[config.mk]
export PLATFORM = sky130hd
export DESIGN_NAME = mem_seq
export DESIGN_NICKNAME = d
export VERILOG_FILES = /design/src/rtl/mem_seq_pkg.sv /design/src/rtl/mem_seq.sv
export SDC_FILE = /design/constraint.sdc
export NUM_CORES = 1
export LEC_CHECK = 0
export CELL_PAD_IN_SITES_DETAIL_PLACEMENT = 0
export CELL_PAD_IN_SITES_GLOBAL_PLACEMENT = 1
export CORE_ASPECT_RATIO = 1.4
export CORE_MARGIN = 5
export CORE_UTILIZATION = 35
export CTS_CLUSTER_DIAMETER = 60
export CTS_CLUSTER_SIZE = 25
export DETAILED_ROUTE_END_ITERATION = 7
export HOLD_SLACK_MARGIN = 0.15
export PLACE_DENSITY_LB_ADDON = 0.1
export SYNTH_ARGS = -nofsm -noshare
export SYNTH_HDL_FRONTEND = slang
export SYNTH_SLANG_ARGS = --single-unit
export TNS_END_PERCENT = 20
[constraint.sdc]
create_clock -name clk -period 2.52 [get_ports clk]
set_input_delay 0.252 -clock clk [delete_from_list [all_inputs] [get_ports clk]]
set_output_delay 0.252 -clock clk [all_outputs]
set_load 0.05 [all_outputs]
[src/rtl/mem_seq_pkg.sv]
// Shared constants and helpers for the memory-access sequencer.
package mem_seq_pkg;

    // Upper bound on the number of cores any instance may be built with.
    localparam int NUM_CORES_MAX = 16;

    // Transfer modes, latched with an accepted start.
    localparam logic [1:0] MODE_NONE  = 2'd0;
    localparam logic [1:0] MODE_COMM  = 2'd1;
    localparam logic [1:0] MODE_DIFF  = 2'd2;
    localparam logic [1:0] MODE_STORE = 2'd3;

    // Sequencer states.
    typedef enum logic [2:0] {
        ST_IDLE  = 3'd0,
        ST_COMM  = 3'd1,
        ST_DIFF  = 3'd2,
        ST_STORE = 3'd3,
        ST_NULL  = 3'd4
    } state_e;

    // One-hot decode of a core index onto the widest possible core vector;
    // callers truncate to their own core count.
    function automatic logic [NUM_CORES_MAX-1:0] onehot16(input logic [3:0] i);
        logic [NUM_CORES_MAX-1:0] v;
        v    = '0;
        v[i] = 1'b1;
        return v;
    endfunction

endpackage

[src/rtl/mem_seq.sv]
// Memory-access sequencer: drives AR/DR/D register strobes and the data-memory
// write strobe for broadcast load, per-core load and per-core store transfers.
// Outputs are registered copies of the decode of the next state, so they carry
// the same cycle timing as a Moore decode of the current state.
module mem_seq
    import mem_seq_pkg::*;
#(
    parameter int NUM_CORES = 4,
    parameter int RD_LAT    = 2
) (
    input  logic                 clk,
    input  logic                 rst,
    input  logic                 start,
    input  logic [1:0]           mode,
    input  logic [15:0]          noc,
    output logic [NUM_CORES-1:0] ar_read_en,
    output logic [NUM_CORES-1:0] dr_wrt_en,
    output logic [NUM_CORES-1:0] d_read_en,
    output logic                 dmem_write,
    output logic                 busy,
    output logic                 done
);

    localparam int IDX_W = (NUM_CORES > 1) ? $clog2(NUM_CORES) : 1;
    localparam int PH_W  = (RD_LAT > 0) ? $clog2(RD_LAT + 1) : 1;
    localparam int NOC_W = $clog2(NUM_CORES + 1);

    state_e             state_r,   state_nxt_s;
    logic [IDX_W-1:0]   idx_r,     idx_nxt_s;
    logic [PH_W-1:0]    ph_r,      ph_nxt_s;
    logic [NOC_W-1:0]   noc_eff_r, noc_nxt_s;

    logic [NOC_W-1:0]   noc_clamp_s;
    logic [NOC_W-1:0]   last_idx_s;
    logic [NOC_W-1:0]   last_idx_nxt_s;
    logic               ph_last_s;

    logic [NUM_CORES-1:0] onehot_nxt_s;
    logic [NUM_CORES-1:0] comm_mask_s;
    logic [NUM_CORES-1:0] ar_nxt_s;
    logic [NUM_CORES-1:0] dr_nxt_s;
    logic [NUM_CORES-1:0] d_nxt_s;
    logic                 dmem_nxt_s;
    logic                 busy_nxt_s;
    logic                 done_nxt_s;

    // Clamp the requested core count with a full-width unsigned compare.
    always_comb begin
        if (noc > 16'(NUM_CORES)) begin
            noc_clamp_s = NOC_W'(NUM_CORES);
        end else begin
            noc_clamp_s = noc[NOC_W-1:0];
        end
    end

    assign last_idx_s = noc_eff_r - NOC_W'(1);
    assign ph_last_s  = (ph_r == PH_W'(RD_LAT));

    // Next-state, core index, phase and latched core count.
    always_comb begin
        state_nxt_s = state_r;
        idx_nxt_s   = idx_r;
        ph_nxt_s    = ph_r;
        noc_nxt_s   = noc_eff_r;
        case (state_r)
            ST_IDLE: begin
                if (start && (mode != MODE_NONE)) begin
                    noc_nxt_s = noc_clamp_s;
                    idx_nxt_s = '0;
                    ph_nxt_s  = '0;
                    if (noc_clamp_s == '0) begin
                        state_nxt_s = ST_NULL;
                    end else begin
                        case (mode)
                            MODE_COMM:  state_nxt_s = ST_COMM;
                            MODE_DIFF:  state_nxt_s = ST_DIFF;
                            MODE_STORE: state_nxt_s = ST_STORE;
                            default:    state_nxt_s = ST_IDLE;
                        endcase
                    end
                end else begin
                    state_nxt_s = ST_IDLE;
                end
            end
            ST_NULL: begin
                state_nxt_s = ST_IDLE;
            end
            ST_COMM: begin
                if (ph_last_s) begin
                    state_nxt_s = ST_IDLE;
                    ph_nxt_s    = '0;
                end else begin
                    ph_nxt_s    = ph_r + PH_W'(1);
                end
            end
            ST_DIFF: begin
                if (ph_last_s) begin
                    ph_nxt_s = '0;
                    if (NOC_W'(idx_r) == last_idx_s) begin
                        state_nxt_s = ST_IDLE;
                        idx_nxt_s   = '0;
                    end else begin
                        idx_nxt_s   = idx_r + IDX_W'(1);
                    end
                end else begin
                    ph_nxt_s = ph_r + PH_W'(1);
                end
            end
            ST_STORE: begin
                if (NOC_W'(idx_r) == last_idx_s) begin
                    state_nxt_s = ST_IDLE;
                    idx_nxt_s   = '0;
                end else begin
                    idx_nxt_s   = idx_r + IDX_W'(1);
                end
            end
            default: begin
                state_nxt_s = ST_IDLE;
                idx_nxt_s   = '0;
                ph_nxt_s    = '0;
            end
        endcase
    end

    assign last_idx_nxt_s = noc_nxt_s - NOC_W'(1);
    assign onehot_nxt_s   = NUM_CORES'(onehot16(4'(idx_nxt_s)));

    // Broadcast-load capture mask: every active core's data register.
    always_comb begin
        comm_mask_s = '0;
        for (int i = 0; i < NUM_CORES; i++) begin
            comm_mask_s[i] = (i < int'(noc_nxt_s));
        end
    end

    // Output decode of the state about to be entered.
    always_comb begin
        ar_nxt_s   = '0;
        dr_nxt_s   = '0;
        d_nxt_s    = '0;
        dmem_nxt_s = 1'b0;
        busy_nxt_s = 1'b0;
        done_nxt_s = 1'b0;
        case (state_nxt_s)
            ST_IDLE: begin
                busy_nxt_s = 1'b0;
            end
            ST_NULL: begin
                busy_nxt_s = 1'b1;
                done_nxt_s = 1'b1;
            end
            ST_COMM: begin
                busy_nxt_s = 1'b1;
                ar_nxt_s   = NUM_CORES'(1);
                if (ph_nxt_s == PH_W'(RD_LAT)) begin
                    dr_nxt_s   = comm_mask_s;
                    done_nxt_s = 1'b1;
                end else begin
                    dr_nxt_s   = '0;
                end
            end
            ST_DIFF: begin
                busy_nxt_s = 1'b1;
                ar_nxt_s   = onehot_nxt_s;
                if (ph_nxt_s == PH_W'(RD_LAT)) begin
                    dr_nxt_s   = onehot_nxt_s;
                    done_nxt_s = (NOC_W'(idx_nxt_s) == last_idx_nxt_s);
                end else begin
                    dr_nxt_s   = '0;
                end
            end
            ST_STORE: begin
                busy_nxt_s = 1'b1;
                ar_nxt_s   = onehot_nxt_s;
                d_nxt_s    = onehot_nxt_s;
                dmem_nxt_s = 1'b1;
                done_nxt_s = (NOC_W'(idx_nxt_s) == last_idx_nxt_s);
            end
            default: begin
                busy_nxt_s = 1'b0;
            end
        endcase
    end

    // Sequencer state registers with synchronous reset.
    always_ff @(posedge clk) begin
        if (rst) begin
            state_r   <= ST_IDLE;
            idx_r     <= '0;
            ph_r      <= '0;
            noc_eff_r <= '0;
        end else begin
            state_r   <= state_nxt_s;
            idx_r     <= idx_nxt_s;
            ph_r      <= ph_nxt_s;
            noc_eff_r <= noc_nxt_s;
        end
    end

    // Registered outputs; reset clears them in the same cycle as the state.
    always_ff @(posedge clk) begin
        if (rst) begin
            ar_read_en <= '0;
            dr_wrt_en  <= '0;
            d_read_en  <= '0;
            dmem_write <= 1'b0;
            busy       <= 1'b0;
            done       <= 1'b0;
        end else begin
            ar_read_en <= ar_nxt_s;
            dr_wrt_en  <= dr_nxt_s;
            d_read_en  <= d_nxt_s;
            dmem_write <= dmem_nxt_s;
            busy       <= busy_nxt_s;
            done       <= done_nxt_s;
        end
    end

endmodule

==> flow_metrics.py, run 1 <==
metrics = {
    "power_and_ir_drop": {
        "power_density_nw_per_um2": 458.8,
        "power.leakage_nw": 0.7112,
        "p_sw_mw": 0.2498,
        "pwr-share-clk_pct": 28.5,
        "p_int_mw": 0.6119,
        "max-vdd-ir-drop_mv": 0.2591,
        "pwr-share-seq_pct": 48.7,
        "netSwitchingFraction_pct": 28.99,
        "pwr-share-comb_pct": 22.8,
    },
    "synthesis": {
        "ys_warn_count": 0,
        "yosys_most_used_dff": "dfxtp_1",
        "synth.area.mux_share_pct": 0.7435,
        "synthCells": 159,
        "synth_xor_area_share_pct": 3.903,
        "synth_cell_types": 46,
        "synth_simple_gate_area_share_pct": 31.88,
        "synthAdderAreaFrac_pct": 2.788,
        "netlist_area_um2": 1346,
        "yosysSeqAreaShare_pct": 37.17,
        "synth-async-reset-ratio_pct": 0,
        "synth_compound_area_share_pct": 19.42,
        "synth_edf_count": 0,
        "synth_top_family_by_area": "simple AND/OR/NAND/NOR gates",
        "syn-num-nets": 183,
        "syn_avg_cell_area_um2": 8.467,
        "ys_ff_latch": 25,
    },
    "floorplanning": {
        "dieArea_um2": 5204,
        "ios": 36,
        "core_um2": 3676,
        "num_rows": 26,
        "die_width_um": 62.42,
        "die_height_um": 83.38,
        "start_util_pct": 36.62,
    },
    "timing": {
        "rsz0062_at_grt": "no",
        "drv_slew": 0,
        "min_period_over_period_pct": 88.87,
        "layout_min_cycle_time_ns": 2.240,
        "slew_headroom_pct": 62.79,
        "setup_viol": 0,
        "fin_skew_ns": 0.006889,
        "tightest_slew_ns": 0.5570,
        "fmax_ghz": 0.4465,
        "hold_violations": 0,
        "setup_tns_ns": 0,
        "whs_ns": 0.5972,
    },
    "setup_path": {
        "critPathKind": "register to register",
        "arrival_ns": 2.41,
        "rr_worst_depth": 10,
        "startpoint": "noc_eff_r[1]",
        "worstReg2RegEnd": "done",
        "endpoint_kind": "register",
        "r2r_slack_ns": 0.28,
        "crit_path_max_fanout": 5,
        "start_kind": "register",
        "r2r_start": "noc_eff_r[1]",
        "required_ns": 2.69,
    },
    "finish": {
        "final_nets": 233,
        "syn2layout_area_growth_pct": 39.50,
        "fin_cells": 250,
        "antennaDiodeCount": 0,
        "layout-drive-gt1-share_pct": 15.38,
    },
    "clock_network": {
        "clock_path_buffers": 2,
        "cts_inserted_buffers": 3,
        "clk_pin_slew_worst_paths_ns": 0.09,
        "cts_tree": "yes",
        "cts-htree-levels": 1,
        "clock-sinks": 25,
        "cts-root-buf": "clkbuf_8",
        "worstSkewPairLatency_ns": 0.27,
        "ctsHoldBuffers": 0,
        "cts_resized": 0,
        "cts_setup_buffers": 0,
    },
    "hold_path": {
        "min_path_type": "register to register",
        "hold_depth": 2,
        "hp-start": "ph_r[1]",
        "whs_endpoint": "ph_r[1]",
    },
    "global_route": {
        "grt-ovfl-total": 0,
        "grt_antenna_before_repair": 0,
        "grt_pass1_wl_um": 6154,
        "grt_pass1_vias": 1387,
        "track_usage_pct": 14.19,
        "grt_max_degree": 16,
    },
    "placed_design": {
        "portBuffers": 35,
        "gp_congestion": 0.8369,
        "place_inst": 246,
        "dpl.hpwl_um": 2970,
    },
    "route": {
        "antenna_left": 0,
        "first_iter_violations": 71,
        "wl_um": 3560,
        "vias": 1307,
        "first_pass_iters": 4,
        "routed_via_density": 5.228,
        "wl_per_cell_um": 14.24,
        "drc": 0,
    },
    "status": {
        "status": "complete, no violations",
    },
    "job": {
        "drv_cap": 0,
    },
}
routing by layer:
layer	wire, µm	vias to the layer above	track usage (%)
met5	0	-	0
met4	34	0	5.405
met3	231	4	3.649
met2	1895	40	26.23
met1	1398	602	14.98
li1	-	661	-
power by group through the flow:
stage               logic, mW  registers (mW)  clock network, mW
floorplan              0.0936           0.443                  0
global placement        0.195           0.429                  0
detailed placement      0.196           0.429                  0
CTS                     0.197           0.420              0.258
global route            0.214           0.422              0.275
finish                  0.196           0.420              0.246
worst max-delay path: stages (launching register included):
cell	delay, ns
dfxtp_1	0.40
inv_1	0.08
ha_1	0.30
xor2_1	0.15
nand3_1	0.21
nor2_1	0.21
o22ai_2	0.17
nand2b_1	0.16
clkinv_1	0.09
a31o_2	0.27
o31a_1	0.11
cells in the mapped netlist (2+ instances only):
library cell	n	area [µm²]
a2bb2oi_1	3	26.28
a21oi_1	10	50.05
nor3_1	8	40.04
xor2_1	3	26.28
nand2b_1	9	56.30
buf_2	2	10.01
xnor2_1	3	26.28
nor2b_1	4	25.02
dfxtp_1	25	500.5
ha_1	3	37.54
inv_1	6	22.52
and3_1	2	12.51
o21ai_0	7	35.03
nor2_1	28	105.1
nor4_2	3	37.54
nand3_1	4	20.02
nand2_1	9	33.78
a32oi_2	2	32.53
registers in the layout (all words and copies together), names as in the netlist:
| name | cells |
|---|---|
| dr_wrt_en | 4 |
| dmem_write | 1 |
| done | 1 |
| ar_read_en | 4 |
| state_r | 3 |
| ph_r | 2 |
| idx_r | 2 |
| noc_eff_r | 3 |
| d_read_en | 4 |
| busy | 1 |
stage by stage:
step | total power [mW] | cell area (µm²) | util [%] | worst slack, ns
6_report | 0.8617 | 1878 | 51.09 | 0.2804
5_1_grt | 0.9113 | 1878 | 51.09 | 0.09038
4_1_cts | 0.8745 | 1878 | 51.09 | 0.2659
3_5_place_dp | 0.6256 | 1829 | 49.76 | 0.008229
3_3_place_gp | 0.6243 | 1829 | 49.76 | 0.05608
2_1_floorplan | 0.5365 | 1346 | - | 0.3732
layout make-up:
type                    instances  area, µm²
inverters                       8      30.03
clock inverters                 1      7.507
fillers                       350       1798
repair buffers                 49      455.4
flip-flops and latches         25      500.5
multi-input cells             122      790.8
well taps                      42      52.55
clock buffers                   3      41.29
layout by cell type (no fill, tap or decap), types with 4 or more instances in the layout:
master and count:
clkdlybuf4s50_1 35, a21oi_1 10, nand2_1 9, nand3_1 4, nor2_1 28, inv_1 6, dfxtp_1 25, nand2b_1 9
o21ai_0 7, buf_4 14, nor3_1 8, nor2b_1 4
cells by family (layout without fill, tap and decap cells):
family	Yosys count	count (layout)
adders and majority gates	3	3
DFF	25	25
buffers and inverters	12	61
AOI/OAI and AO/OA	35	35
muxes	1	1
xor gates and xnor gates	6	6
and+or+nand+nor	77	77
worst max path at each step:
stage | to | slack, ns | cells after the start
after floorplan | done | 0.37 | 11
final | done | 0.28 | 10
after global routing | done | 0.09 | 10
after detailed placement | done | 0.008 | 8
after CTS | done | 0.27 | 10
after global placement | done | 0.06 | 8
Power figures use the tool's default switching activity.
==> run 2, diff against run 1 <==
--- a/config.mk
+++ b/config.mk
@@ -15,6 +15,7 @@
 export DETAILED_ROUTE_END_ITERATION = 7
 export HOLD_SLACK_MARGIN = 0.15
 export PLACE_DENSITY_LB_ADDON = 0.1
+export SETUP_SLACK_MARGIN = 0.1
 export SYNTH_ARGS = -nofsm -noshare
 export SYNTH_HDL_FRONTEND = slang
 export SYNTH_SLANG_ARGS = --single-unit
==> run 2 against run 1 <==
Net effect:
- critical path depth is the same
- worst setup slack is essentially flat
- cell count unchanged
- maximum frequency about the same
- sequential power about the same
- first-iteration DRC count unchanged
- critical endpoint unchanged
- largest power group unchanged
==> flow_metrics.py, run 2 (synthesis results as in run 1) <==
metrics = {
    "global_route": {
        "grt_antenna_before_repair": 0,
        "grt_pass1_wl_um": 6154,
        "track_usage_pct": 14.19,
        "grt-ovfl-total": 0,
        "grt_max_degree": 16,
        "grt_pass1_vias": 1387,
    },
    "setup_path": {
        "startpoint": "noc_eff_r[1]",
        "critPathKind": "register to register",
        "start_kind": "register",
        "arrival_ns": 2.41,
        "endpoint_kind": "register",
        "r2r_start": "noc_eff_r[1]",
        "required_ns": 2.69,
        "crit_path_max_fanout": 5,
    },
    "timing": {
        "tightest_slew_ns": 0.5570,
        "hold_violations": 0,
        "slew_headroom_pct": 62.79,
        "fmax_ghz": 0.4465,
        "drv_slew": 0,
        "setup_tns_ns": 0,
        "setup_viol": 0,
        "rsz0062_at_grt": "no",
        "timing.final.ws_setup_ns": 0.2804,
        "fin_skew_ns": 0.006830,
        "min_period_over_period_pct": 88.87,
        "layout_min_cycle_time_ns": 2.240,
    },
    "finish": {
        "layout-drive-gt1-share_pct": 15.38,
        "mostFrequentLayoutCells": "clkdlybuf4s50_1 (35), nor2_1 (28), dfxtp_1 (25)",
        "layout_commonest_cell": "clkdlybuf4s50_1",
        "fillers": 350,
        "fin_cells": 250,
        "antennaDiodeCount": 0,
        "final_nets": 233,
        "reg.largest.list": "ar_read_en x4, d_read_en x4, dr_wrt_en x4",
        "syn2layout_area_growth_pct": 39.50,
    },
    "clock_network": {
        "cts_tree": "yes",
        "cts_inserted_buffers": 3,
        "clock_path_buffers": 2,
        "cts_setup_buffers": 0,
        "worstSkewPairLatency_ns": 0.27,
        "cts_resized": 0,
        "cts-htree-levels": 1,
        "clk_pin_slew_worst_paths_ns": 0.09,
        "ctsHoldBuffers": 0,
        "clock-sinks": 25,
        "cts-root-buf": "clkbuf_8",
    },
    "floorplanning": {
        "dieArea_um2": 5204,
        "ios": 36,
        "core_um2": 3676,
        "die_width_um": 62.42,
        "num_rows": 26,
        "die_height_um": 83.38,
        "start_util_pct": 36.62,
    },
    "placed_design": {
        "place_inst": 246,
        "dpl.hpwl_um": 2970,
        "gp_congestion": 0.8369,
        "portBuffers": 35,
        "place_ws_ns": 0.008229,
    },
    "hold_path": {
        "hp-start": "ph_r[1]",
        "min_path_type": "register to register",
    },
    "route": {
        "wl_per_cell_um": 14.24,
        "routed_via_density": 5.228,
        "wl_um": 3559,
        "antenna_left": 0,
        "vias": 1307,
        "first_pass_iters": 4,
        "first_iter_violations": 71,
        "drc": 0,
    },
    "job": {
        "drv_cap": 0,
    },
    "status": {
        "status": "complete, no violations",
    },
    "power_and_ir_drop": {
        "p_total_mw": 0.8617,
        "power_density_nw_per_um2": 458.8,
        "max-vdd-ir-drop_mv": 0.2591,
        "power.leakage_nw": 0.7112,
    },
}
[run 2: per-layer routing]
metal / up-vias / part of all wire (%) / global-route usage (%)
met5: - / 0 / 0
met3: 4 / 6.5 / 3.649
met2: 40 / 53 / 26.23
met1: 602 / 39 / 14.98
met4: 0 / 0.96 / 5.405
li1: 661 / - / -
[run 2: where the power goes]
group	total (mW)	leakage (nW)	switching, mW	internal, mW
sequential	0.420	0.203	0.0135	0.406
combinational	0.196	0.487	0.103	0.0934
clock	0.246	0.0217	0.134	0.112
[run 2: worst paths after layout]
path,end,slack (ns),depth (start not counted)
hold reg to reg,ph_r[1],0.60,2
setup / recovery,done,0.28,10
hold / removal,ph_r[1],0.60,2
setup reg to reg,done,0.28,10
[run 2: worst max-delay path, stage by stage (launching register included)]
cell      delay [ns]
dfxtp_1         0.40
inv_1           0.08
ha_1            0.30
xor2_1          0.15
nand3_1         0.21
nor2_1          0.21
o22ai_2         0.17
nand2b_1        0.16
clkinv_1        0.09
a31o_2          0.27
o31a_1          0.11
[run 2: through the flow]
step | hold WS (ns) | area (µm²) | utilization, %
final | 0.5972 | 1878 | 51.09
after global placement | 0.5840 | 1829 | 49.76
after floorplan | 0.3289 | 1346 | -
after CTS | 0.6020 | 1878 | 51.09
after detailed placement | 0.5908 | 1829 | 49.76
after global routing | 0.6497 | 1878 | 51.09
[run 2: final cells by class]
class | instances | area (µm²) | share of cell area (%)
multi-input combinational | 122 | 790.8 | 42.11
sequential | 25 | 500.5 | 26.65
timing repair buffer | 49 | 455.4 | 24.25
tap | 42 | 52.55 | 2.798
clock buffer | 3 | 41.29 | 2.199
inverter | 8 | 30.03 | 1.599
clock inverter | 1 | 7.507 | 0.3997
==> run 3, diff against run 2 <==
--- a/config.mk
+++ b/config.mk
@@ -15,6 +15,7 @@
 export DETAILED_ROUTE_END_ITERATION = 7
 export HOLD_SLACK_MARGIN = 0.15
 export PLACE_DENSITY_LB_ADDON = 0.1
+export REMOVE_ABC_BUFFERS = 1
 export SETUP_SLACK_MARGIN = 0.1
 export SYNTH_ARGS = -nofsm -noshare
 export SYNTH_HDL_FRONTEND = slang
==> run 3 against run 2 <==
Net effect:
- clock power hardly changed
- maximum frequency is 0.59% lower
- largest cell class unchanged
- hold slack better by 0.013 ns
- cell count is 2.0% lower
- critical path depth is 2 lower
- highest routed layer unchanged
==> flow_metrics.py, run 3 (synthesis results as in run 1) <==
metrics = {
    "status": {
        "status": "complete, no violations",
    },
    "hold_path": {
        "hold_depth": 2,
        "whs_endpoint": "noc_eff_r[1]",
        "min_path_type": "register to register",
        "hp-start": "noc_eff_r[1]",
    },
    "clock_network": {
        "worstSkewPairLatency_ns": 0.28,
        "cts_inserted_buffers": 3,
        "cts-htree-levels": 1,
        "cts_tree": "yes",
        "clk_pin_slew_worst_paths_ns": 0.09,
        "clock_path_buffers": 2,
        "clock-sinks": 25,
        "cts-root-buf": "clkbuf_8",
    },
    "timing": {
        "hold_violations": 0,
        "tightest_slew_ns": 0.5027,
        "min_period_over_period_pct": 89.40,
        "rsz0062_at_grt": "no",
        "fin_skew_ns": 0.008396,
        "drv_slew": 0,
        "whs_ns": 0.6104,
        "setup_tns_ns": 0,
        "fmax_ghz": 0.4439,
        "slew_headroom_pct": 66.38,
        "setup_viol": 0,
        "layout_min_cycle_time_ns": 2.253,
    },
    "setup_path": {
        "required_ns": 2.70,
        "start_kind": "register",
        "crit_path_max_fanout": 7,
        "worstReg2RegEnd": "done",
        "r2r_start": "noc_eff_r[0]",
        "endpoint_kind": "register",
        "rr_worst_depth": 8,
        "critPathKind": "register to register",
        "arrival_ns": 2.43,
        "r2r_slack_ns": 0.27,
    },
    "floorplanning": {
        "die_height_um": 83.38,
        "dieArea_um2": 5204,
        "core_um2": 3676,
        "die_width_um": 62.42,
        "ios": 36,
        "start_util_pct": 36.62,
        "num_rows": 26,
    },
    "finish": {
        "mostFrequentLayoutCells": "clkdlybuf4s50_1 (35), nor2_1 (27), dfxtp_1 (25)",
        "fin_util_pct": 50.48,
        "reg.largest.list": "ar_read_en x4, d_read_en x4, dr_wrt_en x4",
        "layout_commonest_cell": "clkdlybuf4s50_1",
        "antennaDiodeCount": 0,
        "fin_cells": 245,
        "fillers": 368,
        "layout-drive-gt1-share_pct": 14.29,
        "final_nets": 228,
        "syn2layout_area_growth_pct": 37.83,
    },
    "route": {
        "routed_via_density": 5.196,
        "vias": 1273,
        "wl_um": 3434,
        "first_pass_iters": 4,
        "first_iter_violations": 43,
        "wl_per_cell_um": 14.02,
        "antenna_left": 0,
        "drc": 0,
    },
    "global_route": {
        "grt_max_degree": 16,
        "track_usage_pct": 13.59,
        "grt_pass1_vias": 1331,
        "grt_pass1_wl_um": 5796,
        "grt-ovfl-total": 0,
        "grt_antenna_before_repair": 0,
    },
    "power_and_ir_drop": {
        "power.leakage_nw": 0.6876,
        "p_total_mw": 0.8582,
        "power_density_nw_per_um2": 462.5,
        "max-vdd-ir-drop_mv": 0.2427,
    },
    "placed_design": {
        "dpl.hpwl_um": 2853,
        "gp_congestion": 0.7901,
        "place_inst": 241,
        "portBuffers": 35,
    },
    "job": {
        "drv_cap": 0,
    },
}
==> run 3: cell types whose count changed in the layout (fill, tap and decap cells not counted) <==
cell and change:
a21oi_1 -1, a21oi_2 +1, buf_4 -5, nor2_1 -1
nor2_2 +1, nor4_2 -1, nor4_4 +1
==> run 3: worst max-delay path by stage <==
| stage | slack [ns] | endpoint | cells after the start | from |
|---|---|---|---|---|
| after CTS | 0.18 | done | 7 | state_r[2] |
| after global placement | 0.05 | done | 8 | start |
| after global routing | 0.13 | done | 8 | noc_eff_r[0] |
| final | 0.27 | done | 8 | noc_eff_r[0] |
| after floorplan | 0.41 | done | 10 | state_r[2] |
| after detailed placement | -0.07 | done | 8 | start |
==> run 3: where the power goes <==
part | switching (mW) | total [mW] | internal, mW
Combinational | 0.103 | 0.193 | 0.0906
Sequential | 0.0131 | 0.419 | 0.406
Clock | 0.133 | 0.245 | 0.112
==> run 3: area by class of cell <==
cell class	instances	area (µm²)	area share [%]
well taps	42	52.55	2.832
clock buffers	3	41.29	2.225
clock inverters	1	7.507	0.4046
flip-flops and latches	25	500.5	26.97
inverters	8	30.03	1.618
multi-input cells	122	805.8	43.43
repair buffers	44	417.9	22.52
==> run 3: routing by layer <==
metal / GRT usage, % / share of wire [%] / vias to the layer above
li1: - / - / 654
met1: 14.33 / 41 / 577
met2: 24.34 / 51 / 33
met3: 2.568 / 4.2 / 9
met4: 8.108 / 3.7 / 0
met5: 0 / 0 / -
==> run 3: repair_timing <==
item / CTS / global route
hold endpoints to repair: 0 / 0
hold buffers: 0 / 0
endpoints found under the setup margin: 0 / 1
buffers inserted: 0 / 0
gates resized for setup: 0 / 3
==> run 3: critical path, stage by stage (launching register included) <==
cell and delay, ns:
dfxtp_1 0.44, inv_1 0.08, ha_1 0.30, xor2_1 0.14
nand3_1 0.22, a32oi_2 0.46, xnor2_1 0.19, nor3_1 0.06
o31a_1 0.27
==> run 3: metrics by stage <==
stage	setup WS [ns]	cell area, µm²
after detailed placement	-0.07232	1792
final	0.2672	1856
after CTS	0.1814	1841
after floorplan	0.4120	1321
after global routing	0.1290	1856
after global placement	0.05310	1792
